$ cat config.mk
export PLATFORM = sky130hd
export DESIGN_NAME = fp8_mul_pipe
export DESIGN_NICKNAME = d
export VERILOG_FILES = /design/src/rtl/fp8_pkg.sv /design/src/rtl/fp8_round_norm.sv /design/src/rtl/fp8_mul_pipe.sv
export SDC_FILE = /design/constraint.sdc
export NUM_CORES = 1
export LEC_CHECK = 0
export CORE_MARGIN = 2
export CORE_UTILIZATION = 50
export DETAILED_ROUTE_END_ITERATION = 10
export HOLD_SLACK_MARGIN = 0.08
export PLACE_DENSITY_LB_ADDON = 0.3
export SLEW_MARGIN = 30
export SYNTH_ARGS = -nofsm -noshare
export SYNTH_HDL_FRONTEND = slang
export SYNTH_HIERARCHICAL = 1
export SYNTH_SLANG_ARGS = --single-unit
$ cat constraint.sdc
create_clock -name clk -period 3.43 [get_ports clk]
set_clock_uncertainty 0.1 [all_clocks]
set_input_delay 1.029 -clock clk [delete_from_list [all_inputs] [get_ports clk]]
set_output_delay 1.029 -clock clk [all_outputs]
set_load 0.02 [all_outputs]
$ cat src/rtl/fp8_pkg.sv
// Shared minifloat definitions: default E4M3 format constants, max-magnitude helper
// and the unpacked-operand view used between pipeline stages.
package fp8_pkg;

    localparam int unsigned EXP_BITS_DEF = 4;
    localparam int unsigned MAN_BITS_DEF = 3;
    localparam int          BIAS_DEF     = (1 << (EXP_BITS_DEF - 1)) - 1;

    // Unpacked operand in the default format: exp is the signed working exponent,
    // sig the full significand product with the hidden bits included.
    typedef struct packed {
        logic                                sign;
        logic                                zero;
        logic signed [EXP_BITS_DEF+1:0]      exp;
        logic        [2*MAN_BITS_DEF+1:0]    sig;
    } fp_unpacked_t;

    // Exponent all-ones with mantissa all-ones, sign excluded.
    function automatic logic [31:0] fp_max_mag(input int unsigned exp_bits,
                                               input int unsigned man_bits);
        return (32'd1 << (exp_bits + man_bits)) - 32'd1;
    endfunction

endpackage

$ cat src/rtl/fp8_round_norm.sv
// Combinational normalise + round-to-nearest-even of an exact significand product.
// Shared with future adder/MAC datapaths.
module fp_round_norm
    import fp8_pkg::*;
#(
    parameter int unsigned EXP_BITS = EXP_BITS_DEF,
    parameter int unsigned MAN_BITS = MAN_BITS_DEF,
    localparam int unsigned EW = EXP_BITS + 2,
    localparam int unsigned PW = 2 * MAN_BITS + 2
) (
    input  logic [PW-1:0]       sig,
    input  logic [EW-1:0]       exp_in,
    output logic [MAN_BITS-1:0] man,
    output logic [EW-1:0]       exp_out
);

    logic [PW-2:0]     frac;
    logic [MAN_BITS-1:0] mant;
    logic              guard;
    logic              sticky;
    logic              rnd;
    logic [MAN_BITS:0] mant_r;

    always_comb begin
        // Drop the hidden one; a product in [2,4) is already aligned, [1,2) shifts left.
        frac    = sig[PW-1] ? sig[PW-2:0] : {sig[PW-3:0], 1'b0};
        mant    = frac[PW-2 -: MAN_BITS];
        guard   = frac[MAN_BITS];
        sticky  = |frac[MAN_BITS-1:0];
        rnd     = guard & (sticky | mant[0]);
        mant_r  = {1'b0, mant} + {{MAN_BITS{1'b0}}, rnd};
        man     = mant_r[MAN_BITS-1:0];
        exp_out = exp_in + EW'(sig[PW-1]) + EW'(mant_r[MAN_BITS]);
    end

endmodule

$ cat src/rtl/fp8_mul_pipe.sv
// Three-stage minifloat multiplier (unpack/multiply, normalise/round, pack/classify)
// with a valid/ready stream interface; all stages advance together.
module fp8_mul_pipe
    import fp8_pkg::*;
#(
    parameter int unsigned EXP_BITS = EXP_BITS_DEF,
    parameter int unsigned MAN_BITS = MAN_BITS_DEF,
    parameter int          BIAS     = (1 << (EXP_BITS - 1)) - 1,
    localparam int unsigned W = 1 + EXP_BITS + MAN_BITS
) (
    input  logic         clk,
    input  logic         rst_n,
    input  logic         in_valid,
    output logic         in_ready,
    input  logic [W-1:0] a,
    input  logic [W-1:0] b,
    output logic         out_valid,
    input  logic         out_ready,
    output logic [W-1:0] out_data,
    output logic         out_ovf,
    output logic         out_unf
);

    localparam int unsigned EW = EXP_BITS + 2;
    localparam int unsigned PW = 2 * MAN_BITS + 2;
    localparam logic [EW-1:0]  BIAS_V  = EW'(BIAS);
    localparam logic [EW-1:0]  EMAX    = EW'((1 << EXP_BITS) - 1);
    localparam logic [W-2:0]   MAX_MAG = (W-1)'(fp_max_mag(EXP_BITS, MAN_BITS));

    typedef struct packed {
        logic          sign;
        logic          zero;
        logic [EW-1:0] exp;
        logic [PW-1:0] sig;
    } s1_t;

    logic                en;
    logic                v1, v2;
    s1_t                 s1_c, s1_q;
    logic                s2_sign, s2_zero;
    logic [EW-1:0]       s2_exp;
    logic [MAN_BITS-1:0] s2_man;
    logic [MAN_BITS-1:0] rn_man;
    logic [EW-1:0]       rn_exp;
    logic [W-1:0]        pk_data;
    logic                pk_ovf, pk_unf;

    assign en       = ~out_valid | out_ready;
    assign in_ready = en;

    always_comb begin
        s1_c.sign = a[W-1] ^ b[W-1];
        s1_c.zero = (a[W-2 -: EXP_BITS] == '0) | (b[W-2 -: EXP_BITS] == '0);
        s1_c.sig  = PW'({1'b1, a[MAN_BITS-1:0]}) * PW'({1'b1, b[MAN_BITS-1:0]});
        s1_c.exp  = EW'(a[W-2 -: EXP_BITS]) + EW'(b[W-2 -: EXP_BITS]) - BIAS_V;
    end

    fp_round_norm #(.EXP_BITS(EXP_BITS), .MAN_BITS(MAN_BITS)) u_round_norm (
        .sig     (s1_q.sig),
        .exp_in  (s1_q.exp),
        .man     (rn_man),
        .exp_out (rn_exp)
    );

    always_comb begin
        pk_ovf  = 1'b0;
        pk_unf  = 1'b0;
        pk_data = {s2_sign, {(W-1){1'b0}}};
        if (s2_zero) begin
            pk_data = {s2_sign, {(W-1){1'b0}}};
        end else if ($signed(s2_exp) <= 0) begin
            pk_unf = 1'b1;
        end else if ($signed(s2_exp) > $signed(EMAX)) begin
            pk_ovf  = 1'b1;
            pk_data = {s2_sign, MAX_MAG};
        end else begin
            pk_data = {s2_sign, s2_exp[EXP_BITS-1:0], s2_man};
        end
    end

    always_ff @(posedge clk or negedge rst_n) begin
        if (!rst_n) begin
            v1        <= 1'b0;
            s1_q      <= '0;
            v2        <= 1'b0;
            s2_sign   <= 1'b0;
            s2_zero   <= 1'b0;
            s2_exp    <= '0;
            s2_man    <= '0;
            out_valid <= 1'b0;
            out_data  <= '0;
            out_ovf   <= 1'b0;
            out_unf   <= 1'b0;
        end else if (en) begin
            v1        <= in_valid;
            s1_q      <= s1_c;
            v2        <= v1;
            s2_sign   <= s1_q.sign;
            s2_zero   <= s1_q.zero;
            s2_exp    <= rn_exp;
            s2_man    <= rn_man;
            out_valid <= v2;
            out_data  <= pk_data;
            out_ovf   <= pk_ovf;
            out_unf   <= pk_unf;
        end
    end

endmodule

Yosys cells after proc, flatten, opt, wreduce, memory -nomap -nowiden

Cells that the tools add are included.

Register bits: 40
Input port bits: 20
Output and inout bits: 12
Word-level logic and storage cells: 40

Add/subtract/negate cells: 5
Multiply operators: 1
Order comparisons: 2
Mux-type cells: 9
Bitwise gates (word level): 6
Reductions and logical operators: 3

Operators with widths:

| kind                | number |
|---|---|
| $mux 7              | 4 |
| $add 6x1->6         | 2 |
| $logic_not 4->1     | 2 |
| $mul 4x4->8         | 1 |
| $gt 6x5->1 const B  | 1 |
| $le 6x1->1 const B  | 1 |
| $sub 5x3->6 const B | 1 |
| $add 4x4->5         | 1 |
| $mux 1              | 5 |
| $add 3x1->4         | 1 |
| $or 1x1->1          | 3 |
| $reduce_or 3->1     | 1 |
| $and 1x1->1         | 1 |
| $not 1->1           | 1 |
| $xor 1x1->1         | 1 |

Longest topological paths before layout

Gate-level depths: netlist (run 1).

Depth after elaboration: 6
Gate-level depth with buffers: 10
Mapped depth without buffers: 10

Hierarchy

Netlist (run 1), hierarchy kept.

Modules (own cells, without submodules):

| module        | times used | cells an instance | area an instance (um^2) | seq. area each (um^2) |
|---|---|---|---|---|
| fp8_mul_pipe  | 1          | 236               | 2,205.9                 | 1,001.0 |
| fp_round_norm | 1          | 30                | 219.0                   | 0.0 |

Least setup slack after synthesis (run 1)

OpenSTA, ideal clock, no wires.

Path type: input -> register
From: in b[2]
To: reg s1_q[7] (netlist bit)
Library setup time: 0.120 ns
Arrival: 3.295 ns
Data required time: 3.210 ns
Slack: -0.085 ns
Stages: 8
Buffers on the path: 0
Path through: inv_1 > nor2_1 > fa_1 > fa_1 > ha_1 > a211o_1 > a2111oi_2 > and3b_1

Word-level cells in the longest chain between the ends: 1

Ends and longest elaborated chain:

| element                | line               | source |
|---|---|---|
| start: declaration     | fp8_mul_pipe.sv:16 | `input logic [W-1:0] b,` |
| $mul 4x4->8            | fp8_mul_pipe.sv:54 | `s1_c.sig = PW'({1'b1, a[MAN_BITS-1:0]}) * PW'({1'b1, b[MAN_BITS-1:0]});` |
| end signal: assignment | fp8_mul_pipe.sv:84 | `s1_q <= '0;` |
| end signal: assignment | fp8_mul_pipe.sv:96 | `s1_q <= s1_c;` |
| end: declaration       | fp8_mul_pipe.sv:39 | `s1_t s1_c, s1_q;` |

No other way between the ends.
A chain may end at the register's enable or synchronous reset.

Worst setup path in the final report (run 1)

From: in b[1]
To: reg s1_q[7] (netlist bit)

Same word-level chain as after synthesis.

==> impl_results.md, run 1 <==
- # setup viols final: 0
- Vias: 1934
- Post-route ant nets: 0
- Largest net degree at the start of global routing: 48
- Clock sinks: 40
- Crit path kind: in2reg
- Final GP Congestion: 0.8501
- Max IR drop VDD: 0.5334 mV
- CP peak stage delay: 0.56 ns
- Post-CTS setup buffer count: 0
- Crit start category: input pin
- Die H: 73.64 microns
- Die area: ~0.0054 sq mm
- Sum Neg Setup Slack: 0 ns
- Post-Synthesis Cells: about 270
- GRT Total Usage: 0.1938
- Most frequent cells after synthesis: nand2_1, dfrtp_1, inv_1
- Fraction of registers with async set/reset: 1.000
- Num rows: 25
- Total power: slightly below 2000 uW
- Clock buffer depth: 2
- Worst-path clk slew: approximately 0.070 ns
- H-tree lvl count: 2
- Iteration count of the initial detailed-routing pass: 4
- CP cell instances: clkdlybuf4s15_1 > inv_4 > nor2_2 > fa_1 > fa_1 > ha_4 > a211o_1 > a2111oi_4 > and3b_1
- Slew margin rel.: 0.6728
- Final cell utilization of the core: 0.6515
- CP arrival: between 3 and 4 ns
- TritonCTS clock tree: yes
- Maximum fanout along the worst path: 2
- Nets: 362
- Final Critical Period: between 3 and 4 ns
- Post-synth EDFFs: 0
- Wire per inst: 12.37 microns
- Min-delay worst type: reg2reg
- MaxCap Viol Count: 0
- Layout area overhead: 26.06%
- Status: complete, no violations
- Most common flop cell mapped by yosys: dfrtp_1
- Max Freq: 295.5 MHz
- Clock Latency Late Sink: approximately 0.29 ns
- First-pass GRT wire length: 8183 microns
- Die W: 73.64 microns
- Setup crit end kind: flip-flop
- Synth top area share: 0.4128
- Slew @ Worst Pin: slightly below 0.5 ns
- WP data required: approximately 3.5 ns
- CTS Buf Count: 5
- Initial Util: 0.5168
- Hold-fix buffers at CTS: 0
- RSZ-0062 raised after global routing: true
- Synth Warn #: 6
- Core Area: between 0.004 and 0.005 sq mm
- Number of global-route vias before repair: 1913
- Initial DRC count: around 110
- ANT cells: 0
- Top post-synthesis cells by area: dfrtp_1, nand2_1, ha_1, fa_1, inv_1
- Min Hold Slack: 0.3656 ns
- CP most frequent cell: fa_1
- Average size of a mapped cell: about 9.1 sq um
- IO Count: 32
- Largest area contributor in the netlist: dfrtp_1
- P_leak: 0.001522 uW
- Seq/Total Area, Yosys: 0.4128
- DR DRC count: 0
- Root buf cell: clkbuf_8
- Routed wire length: between 4000 and 5000 microns
- Worst path slowest cell: fa_1
- Detailed-placement wirelength estimate: 3371 microns
- Most frequent cell after synthesis: nand2_1
- Crit share post-route: 0.9866
- Antenna violations before repair: 0
- Global route overflow: 0
- Synthesized flop and latch total: 40
- I/O Buffers: 31
- Share of cells above drive strength 1: 0.1492
- Post-synthesis cell area: 0.002425 sq mm
- Number of distinct library cells after synthesis: 43
- Slew Limit Fails: 0
- Final hold vios: 0
- Via density per instance: 5.241
- Mapped Nets: 313
- Pwr Density: 636.2 mW/mm^2
-- power by group --
group,switching (uW),total [uW],internal [uW]
combinational,442,848,406
sequential,141,796,655
clock,163,301,138
total,746,1940,1200
-- routing by layer --
layer	vias up	global-route usage	wire [microns]
met5	-	0	0
met4	0	0.06869	72
met3	8	0.04664	140
met2	34	0.3145	2207
met1	908	0.2529	2145
li1	984	-	-
-- flip-flops by register name (all words and copies together) (netlist names), 3 cells and up --
name / cells
out_data: 8
s1_q: 16
s2_exp: 6
s2_man: 3
-- cells by family after synthesis --
| kind of cell | Yosys count | synth area share |
|---|---|---|
| and+or+nand+nor | 122 | 0.2312 |
| DFF | 40 | 0.4128 |
| AOI/OAI and AO/OA | 33 | 0.09649 |
| buffers and inverters | 33 | 0.05675 |
| adders and majority gates | 27 | 0.1610 |
| xor gates and xnor gates | 8 | 0.02890 |
| muxes | 3 | 0.01290 |
-- worst paths after layout --
kind                          from   endpoint  slack [ns]  depth (start not counted)
min                             v2         v2        0.37                          2
max                           b[1]    s1_q[7]        0.05                          9
min in group asynchronous    rst_n    s1_q[1]        0.58                          1
max reg2reg                s1_q[7]  s2_exp[4]        1.37                         10
min reg2reg                     v2         v2        0.37                          2
max in group asynchronous    rst_n    s1_q[6]        2.29                          1
-- cell usage in the layout, fill, tap and decap left out, types with 2 or more instances in the layout --
| cell | instances |
|---|---|
| a21oi_1 | 4 |
| a31oi_1 | 2 |
| a32o_1 | 3 |
| and2_1 | 4 |
| and3b_1 | 2 |
| buf_2 | 2 |
| buf_4 | 19 |
| clkbuf_8 | 5 |
| clkdlybuf4s50_1 | 24 |
| dfrtp_1 | 40 |
| fa_1 | 7 |
| ha_1 | 17 |
| ha_4 | 2 |
| inv_1 | 20 |
| inv_2 | 2 |
| mux2i_1 | 2 |
| nand2_1 | 76 |
| nand2b_1 | 5 |
| nand3_1 | 6 |
| nand4_1 | 4 |
| nor2_1 | 8 |
| nor2b_1 | 3 |
| nor3_1 | 3 |
| nor4_1 | 2 |
| o2111ai_1 | 3 |
| o21ai_0 | 10 |
| or4_1 | 3 |
| xnor2_1 | 7 |
-- worst max-delay path: cells and delay by family --
kind	cells	cell delay, ns
AOI/OAI and AO/OA	2	0.66
adders and majority gates	3	1.27
buffers and inverters	2	0.28
and+or+nand+nor	2	0.25
-- through the flow --
stage               instance area, sq um  worst slack (ns)  cells
finish                              3057           0.04586    369
global route                        3057          -0.04001    369
CTS                                 3027          0.003453    369
detailed placement                  2933           -0.6560    362
global placement                    2933           -0.6110    362
floorplan                           2461         -0.001775    266
-- area by class of cell --
class	instances	area (sq um)
fillers	407	1635
multi-input cells	193	1340
flip-flops and latches	40	1001
repair buffers	50	446.7
inverters	25	120.1
clock buffers	5	68.82
well taps	54	67.56
clock inverters	2	12.51
-- timing repair --
action,in CTS,in global routing
pin swaps,6,4
gates resized for setup,14,6
setup endpoints to repair,4,2
Note: power is estimated with default switching activity, not from simulation.
==> run 2: changes to the inputs <==
--- a/config.mk
+++ b/config.mk
@@ -8,6 +8,7 @@
 export CORE_MARGIN = 2
 export CORE_UTILIZATION = 50
 export DETAILED_ROUTE_END_ITERATION = 10
+export GPL_ROUTABILITY_DRIVEN = 0
 export HOLD_SLACK_MARGIN = 0.08
 export PLACE_DENSITY_LB_ADDON = 0.3
 export SLEW_MARGIN = 30
==> constraint.sdc (replaced) <==
create_clock -name clk -period 3.65 [get_ports clk]
set_clock_uncertainty 0.1 [all_clocks]
set_input_delay 1.095 -clock clk [delete_from_list [all_inputs] [get_ports clk]]
set_output_delay 1.095 -clock clk [all_outputs]
set_load 0.02 [all_outputs]
==> run 2 against run 1 <==
  * Clock power increased by 21%
  * Utilization rose by 0.21 points
  * Worst setup slack improved by 0.035 ns
  * First-iteration DRC count fell by 28%
  * Combinational power is 7.0% lower
  * Non-clock buffer count up 2
  * Count of clock-buffer cells in the layout did not move
  * Cell count up 0.81%
  * Critical path depth is 5 lower
  * Sequential share of layout area down 0.11 points
  * Critical path type is now in2out
  * Critical endpoint is now in_ready
  * Highest routed layer unchanged
==> impl_results.md, run 2 (synthesized netlist as in run 1, its figures left out) <==
- Number of global-route vias before repair: 1885 (was 1913)
- Initial Util: 0.5168 (unchanged)
- Top flop regs: s1_q: 16 flops, out_data: 8 flops, s2_exp: 6 flops (unchanged)
- Antenna violations before repair: 0 (unchanged)
- Num rows: 25 (unchanged)
- Worst R2R Start: s1_q[7] (unchanged)
- Wire per inst: 11.86 microns (was 12.37 microns)
- Initial DRC count: 78 (was 108)
- Setup crit start: out_ready (was b[1])
- P_leak: 0.001536 uW (was 0.001522 uW)
- CTS Buf Count: 5 (unchanged)
- Share of cells above drive strength 1: 0.1415 (was 0.1492)
- Die area: 0.005423 sq mm (unchanged)
- Hold-fix buffers at CTS: 0 (unchanged)
- Most frequent cells in the layout: nand2_1, dfrtp_1, clkdlybuf4s50_1 (unchanged)
- I/O Buffers: 31 (unchanged)
- Vias: 1908 (was 1934)
- # setup viols final: 0 (unchanged)
- Worst hold stages: 2 (unchanged)
- Fin area: 0.003067 sq mm (was 0.003057 sq mm)
- Max reg flops: 16 (unchanged)
- Slew @ Worst Pin: 0.4898 ns (was 0.4909 ns)
- GRT Total Usage: 0.1902 (was 0.1938)
- Final Critical Period: around 3.6 ns
- Slew margin rel.: 0.6735 (was 0.6728)
- Slew Limit Fails: 0 (unchanged)
- Clock buffer depth: 2 (unchanged)
- Min-delay worst type: reg2reg (unchanged)
- Worst-path clk slew: 0.08 ns (was 0.07 ns)
- Worst reg-to-reg setup slack: 1.59 ns (was 1.37 ns)
- Final hold vios: 0 (unchanged)
- Worst setup margin: 0.08099 ns (was 0.04586 ns)
- Most common cell after layout, fill and taps aside: nand2_1 (unchanged)
- Max Freq: 280.2 MHz
- Pwr Density: 619.4 mW/mm^2 (was 636.2 mW/mm^2)
- Status: complete, no violations (unchanged)
- Nets: 364 (was 362)
- Die W: 73.64 microns (unchanged)
- Root buf cell: clkbuf_8 (unchanged)
- WP data required: 2.45 ns (was 3.52 ns)
- Largest net degree at the start of global routing: 48 (unchanged)
- MaxCap Viol Count: 0 (unchanged)
- Min Hold Slack: 0.3604 ns (was 0.3656 ns)
- Worst Min Path Start: s2_man[2] (was v2)
- First-pass GRT wire length: 8066 microns (was 8183 microns)
- Routed wire length: 4413 microns (was 4566 microns)
- Max IR drop VDD: 0.4903 mV (was 0.5334 mV)
- Via density per instance: 5.129 (was 5.241)
- Die H: 73.64 microns (unchanged)
- Placed instance area: 0.002904 sq mm (was 0.002933 sq mm)
- Clock Latency Late Sink: 0.29 ns (about the same)
- Setup crit end kind: output port (was flip-flop)
- CP arrival: 2.37 ns (was 3.47 ns)
- Maximum fanout along the worst path: 3 (was 2)
- Core Area: 0.004692 sq mm (unchanged)
- Crit share post-route: 0.9778
- Biggest register: s1_q (unchanged)
- Crit path kind: in2out (was in2reg)
- H-tree lvl count: 2 (unchanged)
- Pre-CTS worst setup slack: -0.4712 ns (was -0.6560 ns)
- TritonCTS clock tree: yes (unchanged)
- DR DRC count: 0 (unchanged)
- Iteration count of the initial detailed-routing pass: 4 (unchanged)
- Crit start category: input pin (unchanged)
- IO Count: 32 (unchanged)
- Clock sinks: 40 (unchanged)
- Reg2reg path depth: 9 (was 10)
- Global route overflow: 0 (unchanged)
- Detailed-placement wirelength estimate: 3255 microns (was 3371 microns)
- Post-route ant nets: 0 (unchanged)
- ANT cells: 0 (unchanged)
- Layout area overhead: 26.47% (was 26.06%)
==> run 2: final cells by class <==
class	count	area, sq um
Inverter	25	93.84
Multi-Input combinational cell	193	1329
Sequential cell	40	1001
Clock inverter	3	46.29
Timing Repair Buffer	52	460.4
Tap cell	54	67.56
Clock buffer	5	68.82
Fill cell	419	1625
==> run 2: path summary, 6_finish.rpt <==
kind	to
setup / recovery	in_ready
hold / removal	s2_man[2]
setup reg to reg	s2_exp[5]
hold reg to reg	s2_man[2]
max in group asynchronous	s1_q[8]
min in group asynchronous	s1_q[1]
==> run 2: critical path, cell delays in order <==
cell,delay (ns)
clkdlybuf4s50_1,0.57
nor2b_4,0.06
inv_2,0.06
clkdlybuf4s50_1,0.59
==> run 2: repair_timing <==
action                                  in CTS  in global routing
endpoints found under the setup margin       3                  1
pin swaps                                   10                  2
resized for setup                           12                  0
buffers inserted                             0                  1
==> run 2: report_power, final <==
group / internal, uW / switching (uW) / total (uW)
clock network: 206 / 158 / 364
logic: 384 / 404 / 789
registers: 615 / 132 / 747
==> run 2: layer usage <==
| metal | wire (microns) | vias to the layer above | global-route usage |
|---|---|---|---|
| met2 | 2124 | 29 | 0.3224 |
| met1 | 2128 | 888 | 0.2524 |
| met4 | 36 | 0 | 0.04242 |
| li1 | - | 987 | - |
| met3 | 124 | 4 | 0.03704 |
| met5 | 0 | - | 0 |
==> run 2: metrics by stage <==
stage	power [uW]	utilization	setup TNS (ns)	instances
after floorplan	1259	-	0	266
after global placement	1511	0.6189	-1.265	363
after detailed placement	1535	0.6189	-1.475	363
after CTS	1920	0.6515	0	371
after global routing	2064	0.6536	-0.004285	372
final	1899	0.6536	0	372
==> run 3: changes to the inputs <==
--- a/config.mk
+++ b/config.mk
@@ -9,6 +9,7 @@
 export CORE_UTILIZATION = 50
 export DETAILED_ROUTE_END_ITERATION = 10
 export GPL_ROUTABILITY_DRIVEN = 0
+export GPL_TIMING_DRIVEN = 1
 export HOLD_SLACK_MARGIN = 0.08
 export PLACE_DENSITY_LB_ADDON = 0.3
 export SLEW_MARGIN = 30
==> results of run 3 <==
Final layout, timing and power as in run 2 (identical DEF).
